$ cat src/rtl/fog_dac_pkg.sv
// fog_dac_pkg: shared state encoding, default DAC command and frame sizing for the FOG DAC path
package fog_dac_pkg;
    typedef enum logic [1:0] {IDLE, SHIFT, GAP} state_t;
    localparam logic [7:0] DEFAULT_CMD = 8'h30;
    function automatic int frame_w(input int cmd_w, input int data_w);
        return cmd_w + data_w;
    endfunction
endpackage

$ cat src/rtl/fog_sat_shift.sv
// fog_sat_shift: arithmetic shift, signed saturation and optional offset-binary coding of a drive word
module fog_sat_shift #(
    parameter int IN_W = 32,
    parameter int OUT_W = 16,
    parameter int SHIFT = 12,
    parameter bit OFFSET_BIN = 1'b1
)(
    input  logic signed [IN_W-1:0] data,
    output logic        [OUT_W-1:0] code
);
    localparam logic signed [IN_W-1:0] MAX_V = {{(IN_W-OUT_W+1){1'b0}}, {(OUT_W-1){1'b1}}};
    localparam logic signed [IN_W-1:0] MIN_V = ~MAX_V;
    logic signed [IN_W-1:0] s;
    logic [OUT_W-1:0] sat;
    // scale down, clamp into the signed DAC range, then flip the sign bit for offset binary
    always_comb begin
        s = data >>> SHIFT;
        sat = (s > MAX_V) ? MAX_V[OUT_W-1:0] : (s < MIN_V) ? MIN_V[OUT_W-1:0] : s[OUT_W-1:0];
        code = {sat[OUT_W-1] ^ OFFSET_BIN, sat[OUT_W-2:0]};
    end
endmodule

$ cat src/rtl/fog_dac_spi_tx.sv
// fog_dac_spi_tx: codes the FOG phase word and sends it to an SPI DAC as a command+data frame
module fog_dac_spi_tx
    import fog_dac_pkg::*;
#(
    parameter int DATA_W = 16,
    parameter int IN_SHIFT = 12,
    parameter int CMD_W = 8,
    parameter logic [CMD_W-1:0] CMD_WORD = CMD_W'(DEFAULT_CMD),
    parameter int CLK_DIV = 2,
    parameter int CS_GAP = 2,
    parameter bit OFFSET_BIN = 1'b1
)(
    input  logic               i_clk,
    input  logic               i_rst,
    input  logic signed [31:0] i_data,
    input  logic               i_valid,
    output logic               o_busy,
    output logic               o_done,
    output logic               o_drop,
    output logic               o_sclk,
    output logic               o_cs_n,
    output logic               o_sdi
);
    localparam int FRAME_W = frame_w(CMD_W, DATA_W);
    localparam int CW = $clog2(CLK_DIV) + 1;
    localparam int BW = $clog2(FRAME_W);
    localparam int GW = $clog2(CS_GAP) + 1;
    state_t state;
    logic [DATA_W-1:0] code;
    logic [FRAME_W-1:0] frame_in, pend, shreg, load_word;
    logic [CW-1:0] cnt;
    logic [BW-1:0] bitc;
    logic [GW-1:0] gcnt;
    logic pend_v, ph, load, gap_last;

    fog_sat_shift #(.IN_W(32), .OUT_W(DATA_W), .SHIFT(IN_SHIFT), .OFFSET_BIN(OFFSET_BIN)) u_sat (
        .data(i_data),
        .code(code)
    );

    assign frame_in = {CMD_WORD, code};
    assign o_sdi = shreg[FRAME_W-1];

    // start a frame from idle, or straight out of the last gap cycle when a word is waiting
    always_comb begin
        gap_last = gcnt == GW'(CS_GAP - 1);
        load = (state == IDLE && i_valid) || (state == GAP && gap_last && (i_valid || pend_v));
        load_word = i_valid ? frame_in : pend;
    end

    // frame sequencer with one-deep newest-wins pending buffer
    always_ff @(posedge i_clk) begin
        if (i_rst) begin
            state <= IDLE;
            o_busy <= 1'b0;
            o_done <= 1'b0;
            o_drop <= 1'b0;
            o_sclk <= 1'b0;
            o_cs_n <= 1'b1;
            shreg <= '0;
            pend <= '0;
            pend_v <= 1'b0;
            ph <= 1'b0;
            cnt <= '0;
            bitc <= '0;
            gcnt <= '0;
        end else begin
            o_done <= 1'b0;
            o_drop <= i_valid && state != IDLE && pend_v;
            if (i_valid && state != IDLE) begin
                pend <= frame_in;
                pend_v <= 1'b1;
            end
            if (load) begin
                state <= SHIFT;
                shreg <= load_word;
                pend_v <= 1'b0;
                o_cs_n <= 1'b0;
                o_sclk <= 1'b0;
                o_busy <= 1'b1;
                ph <= 1'b0;
                cnt <= '0;
                bitc <= '0;
            end else if (state == SHIFT) begin
                if (cnt != CW'(CLK_DIV - 1)) begin
                    cnt <= cnt + 1'b1;
                end else begin
                    cnt <= '0;
                    if (!ph) begin
                        ph <= 1'b1;
                        o_sclk <= 1'b1;
                    end else if (bitc == BW'(FRAME_W - 1)) begin
                        state <= GAP;
                        gcnt <= '0;
                        shreg <= '0;
                        o_cs_n <= 1'b1;
                        o_sclk <= 1'b0;
                        o_done <= 1'b1;
                    end else begin
                        ph <= 1'b0;
                        o_sclk <= 1'b0;
                        bitc <= bitc + 1'b1;
                        shreg <= {shreg[FRAME_W-2:0], 1'b0};
                    end
                end
            end else if (state == GAP) begin
                if (gap_last) begin
                    state <= IDLE;
                    o_busy <= 1'b0;
                end else begin
                    gcnt <= gcnt + 1'b1;
                end
            end
        end
    end
endmodule

$ cat config.mk
export PLATFORM = sky130hd
export DESIGN_NAME = fog_dac_spi_tx
export DESIGN_NICKNAME = d
export VERILOG_FILES = /design/src/rtl/fog_dac_pkg.sv /design/src/rtl/fog_sat_shift.sv /design/src/rtl/fog_dac_spi_tx.sv
export SDC_FILE = /design/constraint.sdc
export NUM_CORES = 1
export LEC_CHECK = 0
export CORE_MARGIN = 8
export CORE_UTILIZATION = 35
export DETAILED_ROUTE_END_ITERATION = 8
export PLACE_DENSITY = 0.68
export SKIP_LAST_GASP = 1
export SLEW_MARGIN = 20
export SYNTH_ARGS = -nofsm -noshare
export SYNTH_HDL_FRONTEND = slang
export SYNTH_SLANG_ARGS = --single-unit
$ cat constraint.sdc
create_clock -name i_clk -period 1.66 [get_ports i_clk]
set_input_delay 0.332 -clock i_clk [delete_from_list [all_inputs] [get_ports i_clk]]
set_output_delay 0.332 -clock i_clk [all_outputs]
set_load 0.005 [all_outputs]
After elaboration in Yosys (flattened, before gate mapping)

Cells that the tools add are included.

Register bits after elaboration: 59
Word-level logic and storage cells: 101
Bits of input ports: 35

Eq/ne operators: 14
Reductions and logical operators: 28
Mux-type cells: 34
Order comparisons: 2
Bitwise logic cells: 6
Add/subtract/negate cells: 3

Operators with widths:

| cell                 | count |
|---|---|
| $mux 24              | 5 |
| $mux 16              | 2 |
| $mux 2               | 13 |
| $mux 22              | 1 |
| $gt 20x16->1 const B | 1 |
| $lt 20x16->1 const B | 1 |
| $reduce_bool 2->1    | 8 |
| $mux 1               | 13 |
| $reduce_and 5->1     | 2 |
| $ne 2x2->1 const B   | 4 |
| $reduce_and 4->1     | 2 |
| $ne 2x1->1 const B   | 3 |
| $ne 3x3->1 const B   | 2 |
| $not 1->1            | 6 |
| $reduce_and 3->1     | 2 |
| $reduce_and 6->1     | 1 |
| $reduce_bool 3->1    | 2 |
| $add 5x1->5 const B  | 1 |
| $eq 5x5->1 const B   | 1 |
| $logic_and 1x1->1    | 5 |
| $reduce_or 5->1      | 1 |
| $add 2x1->2 const B  | 2 |
| $eq 2x1->1 const B   | 2 |
| $ne 3x2->1 const B   | 1 |
| 5 further kinds      | 6 |

Longest topological paths before layout

Gate-level depths: netlist of run 1.

Word-level depth: 6
Mapped depth: 9
Mapped depth without buffers: 6

Hierarchy

A second synthesis of run 1 with hierarchy kept.

Cells, all modules: 342
Area total of the unflattened synthesis: 3007.9 µm²

By module, submodules not included:

| module         | area an instance (µm²) | cells each | instances | seq. area each (µm²) |
|---|---|---|---|---|
| fog_dac_spi_tx | 2537.4                 | 282        | 1         | 1181.1 |
| fog_sat_shift  | 470.5                  | 60         | 1         | 0.0 |

Worst setup path after synthesis of run 1

OpenSTA, ideal clock, no wires.

Kind: reg2reg
Start point: register state[0]
End point: register gcnt[1]
Arrival time: 1641 ps
Stages on the path, launching flop included: 7
Library setup time: 92 ps
Buffers on the path: 0
Setup slack: -73 ps
Data required time: 1568 ps
Cell sequence: dfxtp_1 -> inv_1 -> ha_1 -> a31oi_4 -> o21ai_2 -> or4b_1 -> o32ai_1

Longest elaborated chain between the ends: 6

RTL lines:

| what                              | RTL line                                    | RTL |
|---|---|---|
| start, declared                   | fog_dac_spi_tx.sv:28                        | `state_t state;` |
| start signal, assigned            | fog_dac_spi_tx.sv:54                        | `state <= IDLE;` |
| start signal, assigned            | fog_dac_spi_tx.sv:75                        | `state <= SHIFT;` |
| start signal, assigned            | fog_dac_spi_tx.sv:93                        | `state <= GAP;` |
| $eq 2x2->1                        | fog_dac_spi_tx.sv:47, fog_dac_spi_tx.sv:106 |  |
| $logic_and 1x1->1 (2 in series)   | fog_dac_spi_tx.sv:47                        | `load = (state == IDLE && i_valid) \|\| (state == GAP && gap_last && (i_valid \|\| pend_v));` |
| $logic_or 1x1->1                  | fog_dac_spi_tx.sv:47                        |  |
| $not 1->1 (no source line)        | --                                          |  |
| $reduce_and 6->1 (no source line) | --                                          |  |
| end signal, assigned              | fog_dac_spi_tx.sv:111                       | `gcnt <= gcnt + 1'b1;` |
| end, declared                     | fog_dac_spi_tx.sv:33                        | `logic [GW-1:0] gcnt;` |

Parallel ways exist; a longest one is shown, timed or not.
A chain may end at the register's enable or synchronous reset.

Final worst setup path of run 1

Start point: register gcnt[1]
End point: register shreg[14]

Longest elaborated chain between the ends: 6

RTL lines:

| what                                                                    | RTL line              | RTL |
|---|---|---|
| $eq 2x1->1 *                                                            | fog_dac_spi_tx.sv:46  | `gap_last = gcnt == GW'(CS_GAP - 1);` |
| $logic_and 1x1->1 * (2 in series)                                       | fog_dac_spi_tx.sv:47  |  |
| $logic_or 1x1->1 *                                                      | fog_dac_spi_tx.sv:47  |  |
| $ne 2x2->1 (no source line) / $reduce_bool 2->1 (equally long branches) | --                    |  |
| $reduce_and 3->1 (no source line)                                       | --                    |  |
| end signal, assigned                                                    | fog_dac_spi_tx.sv:76  | `shreg <= load_word;` |
| end signal, assigned                                                    | fog_dac_spi_tx.sv:103 | `shreg <= {shreg[FRAME_W-2:0], 1'b0};` |
| end, declared                                                           | fog_dac_spi_tx.sv:30  | `logic [FRAME_W-1:0] frame_in, pend, shreg, load_word;` |

Every way passes the cells marked *; elsewhere a longest branch is shown, timed or not.

==> impl_metrics.env, run 1 <==
export IMPL_areaGrowthSynthToFinish_pct=36.4
export IMPL_final_antenna_net_count=0
export IMPL_end_kind="register"
export IMPL_synth_cell_types=50
export IMPL_netlist_top_cells_area="dfxtp_1 43%, nor2_1 5.1%, o221ai_1 4.8%"
export IMPL_hold_class="register to register"
export IMPL_synth_nets=332
export IMPL_gp_congestion=0.758
export IMPL_cp_top_family="compound AO/OA/AOI/OAI gates"
export IMPL_worst_slack_ps=10.8
export IMPL_grt_pass1_wl_mm=11.7
export IMPL_finalHoldViolations=0
export IMPL_layoutNonFillerInstCount=453
export IMPL_critPathArrivalTime_ps=1890
export IMPL_async_reset_ff_frac=0
export IMPL_fin_setup_tns_ps=0
export IMPL_status="complete, no violations"
export IMPL_cts_clk_slew_worst_paths_ps=70
export IMPL_p_leak_uw=0.00136
export IMPL_path_cells="inv_1 > ha_4 > a31o_2 > a21oi_4 > buf_12 > a21oi_1 > a211oi_1"
export IMPL_netlist_area_mm2=0.00272
export IMPL_insertion_delay_ps=340
export IMPL_post_dp_hpwl_mm=4.85
export IMPL_die_h_um=104
export IMPL_dr_pass1_iters=4
export IMPL_startpoint="gcnt[1]$_SDFFE_PP0P_"
export IMPL_antenna_found_initial=0
export IMPL_cts_hold_buf=0
export IMPL_finalClockSkew_ps=7.53
export IMPL_antenna_cells=0
export IMPL_cp_num_cells=7
export IMPL_route_detailed_drc=0
export IMPL_cts_tree="built"
export IMPL_grt_max_degree=30
export IMPL_die_w_um=104
export IMPL_reg2reg_to="shreg[14]$_SDFFE_PP0P_"
export IMPL_slew_headroom=0.776
export IMPL_cts_buffers=9
export IMPL_cpPeakStageDelay_ps=310
export IMPL_worst_path_buf_inv=2
export IMPL_irDropWorstVdd_uv=662
export IMPL_rsz0062_at_grt="true"
export IMPL_post_place_cells=436
export IMPL_synth_top_area_frac=0.434
export IMPL_critPathKind="register to register"
export IMPL_die_area_mm2=0.0109
export IMPL_wl_per_cell_um=15.9
export IMPL_n_fill_cell=720
export IMPL_ys_ff_latch=59
export IMPL_synth_area_leader_cell="dfxtp_1"
export IMPL_drt_total_wl_mm=7.21
export IMPL_io_pins=41
export IMPL_grt_overflow_total=0
export IMPL_critPathLaunchType="register"
export IMPL_core_mm2=0.00765
export IMPL_ys_warn_count=0
export IMPL_ff2ff_path_depth=7
export IMPL_grt_pass1_vias=2484
export IMPL_setup_viol=0
export IMPL_finalCritPeriodShare=0.994
export IMPL_synth_edf_count=0
export IMPL_slew_violations=0
export IMPL_p_total_uw=3640
export IMPL_std_cell_rows=32
export IMPL_endpoint="shreg[14]$_SDFFE_PP0P_"
export IMPL_cts_max_path_buffers=2
export IMPL_register_area_mm2=0.00118
export IMPL_track_usage=0.129
export IMPL_path_max_fanout=16
export IMPL_multi_input_area_mm2=0.00150
export IMPL_worst_path_max_delay_cell="dfxtp_1"
export IMPL_drive_gt1_frac=0.268
export IMPL_powerDensity_mw_per_mm2=982
export IMPL_numPortBuffers=28
export IMPL_finalCriticalPeriod_ps=1650
export IMPL_ys_seq_area_frac=0.434
export IMPL_r2r_slack_ps=10
export IMPL_yosys_most_used_dff="dfxtp_1"
export IMPL_required_ps=1900
export IMPL_max_freq_mhz=606
export IMPL_r2r_start="gcnt[1]$_SDFFE_PP0P_"
export IMPL_num_nets_final=387
export IMPL_worst_pin_slew_ps=335
export IMPL_avgViaCountPerCell=5.50
export IMPL_place_ws_ps=-288
export IMPL_cts_sinks=59
export IMPL_h_tree_depth=3
export IMPL_cts_root_buf="clkbuf_8"
export IMPL_avgSynthCellArea_um2=9.35
export IMPL_syn_inst=291
export IMPL_vias=2493
export IMPL_cap_violations=0
export IMPL_initial_core_util=0.356
export IMPL_drtIter0Drc=121
-- kinds of logic after synthesis --
family                     after synthesis  synth area share
AOI/OAI and AO/OA                      118             0.346
xor gates and xnor gates                 4            0.0129
adders and majority gates                6            0.0276
buffers and inverters                   32            0.0520
DFF                                     59             0.434
and+or+nand+nor                         72             0.127
-- tightest hold or removal path, stage by stage, from the launching register on --
cell and delay (ps):
dfxtp_1 310, nand2_1 50, a21oi_1 50
-- layout by cell type, fill, tap and decap left out, types with 6 or more instances in the layout --
cell             instances
a32oi_1                  6
a211oi_1                16
a21boi_1                 8
clkdlybuf4s50_1         28
buf_4                   34
o221ai_1                15
a21boi_0                 7
o221a_2                 11
o21ai_0                  6
nor2_1                  36
clkbuf_8                10
a21oi_1                 22
dfxtp_1                 57
nand2_1                 11
-- sequential cells by signal, summed over array words and instances, names as in the netlist --
signal	cells
state	2
ph	1
o_done	1
pend	17
bitc	5
o_sclk	1
shreg	24
o_busy	1
gcnt	2
cnt	2
o_cs_n	1
o_drop	1
pend_v	1
-- Yosys cell counts (all sizes together) (2+ instances only) --
master,count
nand3,3
nor4,2
dfxtp,59
a21o,2
nand4,3
nor2,38
o221ai,15
ha,6
nand2b,3
nor3,4
nand2,11
clkbuf,13
a31o,2
inv,6
xnor2,3
and4b,2
o21ai,11
nand4b,2
a311oi,3
a21oi,25
a211oi,17
o221a,15
a21boi,15
buf,13
a32oi,6
-- worst min-delay path by stage --
stage / start / end / slack, ps / cells past startpoint
finish: shreg[0]$_SDFFE_PP0P_ / shreg[0]$_SDFFE_PP0P_ / 460 / 2
global route: shreg[20]$_SDFFE_PP0P_ / shreg[21]$_SDFFE_PP0P_ / 490 / 2
CTS: shreg[0]$_SDFFE_PP0P_ / shreg[0]$_SDFFE_PP0P_ / 460 / 2
detailed placement: shreg[0]$_SDFFE_PP0P_ / shreg[0]$_SDFFE_PP0P_ / 450 / 2
global placement: shreg[0]$_SDFFE_PP0P_ / shreg[0]$_SDFFE_PP0P_ / 440 / 2
floorplan: gcnt[0]$_SDFFE_PP0P_ / gcnt[0]$_SDFFE_PP0P_ / 430 / 1
-- per-stage QoR --
stage	cell area [um^2]	utilization	hold slack [ps]
after floorplan	2720	-	428
after global placement	3360	0.439	444
after detailed placement	3360	0.439	454
after CTS	3610	0.472	463
after global routing	3710	0.485	492
final	3710	0.485	456
-- routing by layer --
metal | track usage | share of wire | vias up
met2 | 0.214 | 0.49 | 48
met1 | 0.147 | 0.45 | 1215
met5 | 0 | 0 | -
met4 | 0.0527 | 0.0085 | 0
li1 | - | - | 1225
met3 | 0.0471 | 0.050 | 5
-- layout make-up --
type | count | area share
inverter | 6 | 0.00674
clock inverter | 6 | 0.0239
tap | 102 | 0.0344
sequential | 59 | 0.319
clock buffer | 10 | 0.0371
multi-input combinational | 200 | 0.403
timing repair buffer | 70 | 0.176
-- report_power, final --
| part | leakage, uW | switching, uW | total, uW | internal, uW |
|---|---|---|---|---|
| registers | 0.000482 | 49.4 | 1550 | 1500 |
| clock network | 0.000108 | 600 | 1480 | 885 |
| logic | 0.000766 | 302 | 610 | 309 |
| total | 0.00136 | 951 | 3640 | 2690 |
-- repair_timing --
| action | in CTS | in global routing |
|---|---|---|
| gates resized for setup | 6 | 27 |
| setup endpoints to repair | 25 | 26 |
| pin swaps | 1 | 14 |
| setup buffers | 0 | 1 |
(Power assumes the default switching activity.)
==> run 2, diff against run 1 <==
- CORE_UTILIZATION: 35 -> 36
- PLACE_DENSITY: 0.68 -> 0.69
==> impl_metrics.env, run 2 (synthesized netlist as in run 1, its figures left out) <==
export IMPL_status="complete, no violations"
export IMPL_rsz0062_at_grt="true"
export IMPL_whs_endpoint="shreg[0]$_SDFFE_PP0P_"
export IMPL_std_cell_rows=31
export IMPL_wl_met2_mm=3.45
export IMPL_num_nets_final=385
export IMPL_hold_slack_ps=461
export IMPL_largest_register="shreg"
export IMPL_cts_root_buf="clkbuf_8"
export IMPL_areaGrowthSynthToFinish_pct=38.6
export IMPL_slew_violations=0
export IMPL_gp_congestion=0.755
export IMPL_h_tree_depth=3
export IMPL_post_dp_hpwl_mm=4.77
export IMPL_avgViaCountPerCell=5.58
export IMPL_track_usage=0.146
export IMPL_insertion_delay_ps=350
export IMPL_placed_area_mm2=0.00338
export IMPL_r2r_start="state[0]$_SDFFE_PP0P_"
export IMPL_drive_gt1_frac=0.289
export IMPL_vias=2502
export IMPL_n_fill_cell=687
export IMPL_critPathLaunchType="register"
export IMPL_cts_sinks=59
export IMPL_die_w_um=103
export IMPL_grt_pass1_vias=2544
export IMPL_fin_setup_tns_ps=0
export IMPL_die_h_um=103
export IMPL_finalCriticalPeriod_ps=1610
export IMPL_grt_overflow_total=0
export IMPL_fin_area_mm2=0.00377
export IMPL_antenna_found_initial=0
export IMPL_powerDensity_mw_per_mm2=999
export IMPL_irDropWorstVdd_uv=441
export IMPL_p_leak_uw=0.00139
export IMPL_cpPeakStageDelay_ps=500
export IMPL_cts_clk_slew_worst_paths_ps=70
export IMPL_drtIter0Drc=112
export IMPL_layoutNonFillerInstCount=448
export IMPL_required_ps=1920
export IMPL_path_cells="inv_4 > ha_4 > a31oi_4 > o21ai_2 > or4b_4 > o32ai_2"
export IMPL_final_antenna_net_count=0
export IMPL_final_cell_mix="56 x dfxtp_1, 36 x nor2_1, 32 x buf_4"
export IMPL_cts_max_path_buffers=2
export IMPL_wl_met3_um=376
export IMPL_place_ws_ps=-302
export IMPL_die_area_mm2=0.0106
export IMPL_largest_register_ffs=24
export IMPL_setup_viol=0
export IMPL_worst_slack_ps=54.9
export IMPL_post_place_cells=432
export IMPL_numPortBuffers=28
export IMPL_reg_top3="shreg: 24 flops, pend: 17 flops, bitc: 5 flops"
export IMPL_layout_commonest_cell="dfxtp_1"
export IMPL_cp_top_family="simple AND/OR/NAND/NOR gates"
export IMPL_dr_pass1_iters=4
export IMPL_r2r_slack_ps=50
export IMPL_drt_total_wl_mm=7.18
export IMPL_grt_max_degree=30
export IMPL_worst_path_buf_inv=1
export IMPL_critPathArrivalTime_ps=1860
export IMPL_antenna_cells=0
export IMPL_core_mm2=0.00729
export IMPL_cts_tree="built"
export IMPL_grt_pass1_wl_mm=12.0
export IMPL_hp_start="shreg[0]$_SDFFE_PP0P_"
export IMPL_io_pins=41
export IMPL_register_area_mm2=0.00118
export IMPL_max_freq_mhz=623
export IMPL_cts_buffers=9
export IMPL_reg2reg_to="gcnt[1]$_SDFFE_PP0P_"
export IMPL_ff2ff_path_depth=6
export IMPL_slew_headroom=0.762
export IMPL_wl_met1_mm=3.21
export IMPL_worst_pin_slew_ps=357
export IMPL_hold_depth=2
export IMPL_cap_violations=0
export IMPL_path_max_fanout=5
export IMPL_worst_path_max_delay_cell="or4b_4"
export IMPL_critPathKind="register to register"
export IMPL_end_kind="register"
export IMPL_initial_core_util=0.373
export IMPL_finalCritPeriodShare=0.967
export IMPL_finalClockSkew_ps=9.44
export IMPL_multi_input_area_mm2=0.00153
export IMPL_wl_per_cell_um=16.0
export IMPL_route_detailed_drc=0
export IMPL_hold_class="register to register"
export IMPL_finalHoldViolations=0
export IMPL_routed_top_layer="met4"
==> run 2: changes by cell type in the layout (fill, tap and decap cells not counted), moves of 2 or more <==
cell	delta
a211oi_1	-3
a211oi_2	+3
a32oi_1	-3
a32oi_2	+3
buf_12	+3
buf_4	-2
buf_6	-3
clkbuf_8	+3
o21ai_1	+2
==> run 2: how the worst max path moves through the flow <==
stage | startpoint | endpoint | slack, ps | cells after the start
floorplan | state[1]$_SDFFE_PP0P_ | shreg[2]$_SDFFE_PP0P_ | -20 | 9
global placement | i_valid | shreg[7]$_SDFFE_PP0P_ | -270 | 6
detailed placement | i_valid | shreg[7]$_SDFFE_PP0P_ | -300 | 6
CTS | state[0]$_SDFFE_PP0P_ | shreg[20]$_SDFFE_PP0P_ | -5 | 8
global route | state[0]$_SDFFE_PP0P_ | gcnt[1]$_SDFFE_PP0P_ | -20 | 6
finish | state[0]$_SDFFE_PP0P_ | gcnt[1]$_SDFFE_PP0P_ | 50 | 6
==> run 2: what timing repair did <==
item / 4_1_cts / 5_1_grt
buffers inserted: 0 / 0
gates resized for setup: 10 / 29
pin swaps: 1 / 10
hold endpoints to repair: 0 / 0
hold buffers: 0 / 0
setup endpoints to repair: 24 / 25
==> run 2: tightest hold or removal path, stage by stage, from the launching register on <==
cell,delay [ps]
dfxtp_1,310
nand2_1,50
a21oi_1,50
==> run 2: power by group <==
part	switching (uW)	internal, uW
clock network	586	1010
registers	50.0	1500
logic	304	317
==> run 2: area by class of cell <==
type,count,area share
clock inverter,3,0.0179
inverter,6,0.00664
sequential,59,0.314
timing repair buffer,68,0.177
clock buffer,13,0.0474
multi-input combinational,200,0.404
tap,99,0.0328
==> run 2: per-stage QoR <==
step,utilization,total power (uW)
after floorplan,-,1890
after global placement,0.464,2130
after detailed placement,0.464,2150
after CTS,0.504,3750
after global routing,0.517,3920
final,0.517,3770
==> run 2: routing by layer <==
layer,global-route usage,up-vias
li1,-,1219
met1,0.168,1212
met2,0.243,57
met3,0.0479,14
met4,0.0590,0
met5,0,-
==> run 3, diff against run 2 <==
- CORE_ASPECT_RATIO: unset -> 2
==> impl_metrics.env, run 3 (synthesized netlist as in run 1, its figures left out) <==
export IMPL_largest_register="shreg"
export IMPL_cts_max_path_buffers=2
export IMPL_critPathLaunchType="input port"
export IMPL_required_ps=1890
export IMPL_finalHoldViolations=0
export IMPL_h_tree_depth=3
export IMPL_critPathKind="input port to register"
export IMPL_vias=2545
export IMPL_max_freq_mhz=606
export IMPL_avgViaCountPerCell=5.74
export IMPL_end_kind="register"
export IMPL_hold_depth=2
export IMPL_post_dp_hpwl_mm=4.93
export IMPL_cts_hold_buf=0
export IMPL_post_place_cells=426
export IMPL_finalCriticalPeriod_ps=1650
export IMPL_p_total_uw=3980
export IMPL_path_max_fanout=7
export IMPL_irDropWorstVdd_uv=733
export IMPL_std_cell_rows=45
export IMPL_cts_clk_slew_worst_paths_ps=50
export IMPL_cap_violations=0
export IMPL_critPathArrivalTime_ps=1880
export IMPL_die_w_um=77.5
export IMPL_final_antenna_net_count=0
export IMPL_reg_top3="shreg: 24 flops, pend: 17 flops, bitc: 5 flops"
export IMPL_numPortBuffers=28
export IMPL_cts_buffers=9
export IMPL_track_usage=0.133
export IMPL_largest_register_ffs=24
export IMPL_status="complete, no violations"
export IMPL_cts_root_buf="clkbuf_16"
export IMPL_initial_core_util=0.363
export IMPL_p_leak_uw=0.00140
export IMPL_finalCritPeriodShare=0.994
export IMPL_ff2ff_path_depth=7
export IMPL_finalClockSkew_ps=6.23
export IMPL_cpPeakStageDelay_ps=540
export IMPL_drive_gt1_frac=0.275
export IMPL_layout_commonest_cell="dfxtp_1"
export IMPL_reg2reg_to="shreg[2]$_SDFFE_PP0P_"
export IMPL_insertion_delay_ps=320
export IMPL_r2r_slack_ps=30
export IMPL_cts_tree="built"
export IMPL_hp_start="shreg[0]$_SDFFE_PP0P_"
export IMPL_grt_pass1_vias=2568
export IMPL_worst_slack_ps=9.27
export IMPL_worst_pin_slew_ps=405
export IMPL_areaGrowthSynthToFinish_pct=38.6
export IMPL_whs_endpoint="shreg[0]$_SDFFE_PP0P_"
export IMPL_gp_congestion=0.808
export IMPL_rsz0062_at_grt="true"
export IMPL_grt_pass1_wl_mm=11.9
export IMPL_setup_viol=0
export IMPL_layoutNonFillerInstCount=443
export IMPL_io_pins=41
export IMPL_powerDensity_mw_per_mm2=1060
export IMPL_antenna_cells=0
export IMPL_die_h_um=139
export IMPL_slew_headroom=0.727
export IMPL_slew_violations=0
export IMPL_drtIter0Drc=245
export IMPL_final_cell_mix="57 x dfxtp_1, 37 x buf_4, 36 x nor2_1"
export IMPL_dr_pass1_iters=4
export IMPL_worst_path_max_delay_cell="clkdlybuf4s50_1"
export IMPL_core_mm2=0.00749
export IMPL_cts_sinks=59
export IMPL_fin_area_mm2=0.00377
export IMPL_wl_per_cell_um=16.2
export IMPL_route_detailed_drc=0
export IMPL_antenna_found_initial=0
export IMPL_die_area_mm2=0.0108
export IMPL_path_cells="clkdlybuf4s50_1 > nand4_1 > buf_4 > a21boi_1 > o221ai_1 > a211oi_1"
export IMPL_r2r_start="state[0]$_SDFFE_PP0P_"
export IMPL_drt_total_wl_mm=7.19
export IMPL_hold_class="register to register"
export IMPL_placed_area_mm2=0.00333
export IMPL_num_nets_final=385
export IMPL_grt_max_degree=30
export IMPL_hold_slack_ps=465
export IMPL_place_ws_ps=-356
export IMPL_grt_overflow_total=0
[run 3: cell types whose count changed in the layout (fill, tap and decap cells not counted), sizes merged]
cell    before  now
bufinv       2    1
clkbuf      13   11
clkinv       0    3
[run 3: worst max-delay path by stage]
stage                                        end                  start  cells after the start
after floorplan            shreg[2]$_SDFFE_PP0P_  state[1]$_SDFFE_PP0P_                      9
after CTS                 shreg[22]$_SDFFE_PP0P_  state[0]$_SDFFE_PP0P_                      8
final                      shreg[2]$_SDFFE_PP0P_             i_data[27]                      6
after detailed placement   shreg[6]$_SDFFE_PP0P_             i_data[27]                      6
after global routing       shreg[6]$_SDFFE_PP0P_             i_data[27]                      6
after global placement     shreg[6]$_SDFFE_PP0P_             i_data[27]                      6
[run 3: worst max-delay path, delay by kind of cell]
family,cells,cell delay (ps)
buffers and inverters,2,760
AO/OA/AOI/OAI,3,610
AND/OR/NAND/NOR,1,180
[run 3: what timing repair did]
action / CTS / global route
setup buffers: 1 / 0
setup endpoints to repair: 18 / 29
resized for setup: 13 / 26
pin swaps: 5 / 7
[run 3: final cells by class]
type	instances	area, um^2
flip-flops and latches	59	1180
fillers	662	3720
clock inverters	5	52.6
clock buffers	11	243
well taps	94	118
multi-input cells	200	1530
inverters	6	25.0
repair buffers	68	621
[run 3: metal layers]
layer,vias up,track usage,wire length [um]
li1,1220,-,-
met3,10,0.0370,368
met1,1239,0.157,3160
met4,0,0.0561,84
met2,76,0.216,3570
met5,-,0,0
[run 3: power breakdown]
group / switching [uW] / internal, uW / total, uW
Combinational: 304 / 310 / 614
Clock: 626 / 1190 / 1820
Sequential: 50.2 / 1500 / 1550
Total: 980 / 3000 / 3980
[run 3: metrics by stage]
step	util	TNS, ps
final	0.504	0
after global routing	0.504	-508
after CTS	0.491	-43.1
after detailed placement	0.445	-9280
after global placement	0.445	-8490
after floorplan	-	-301
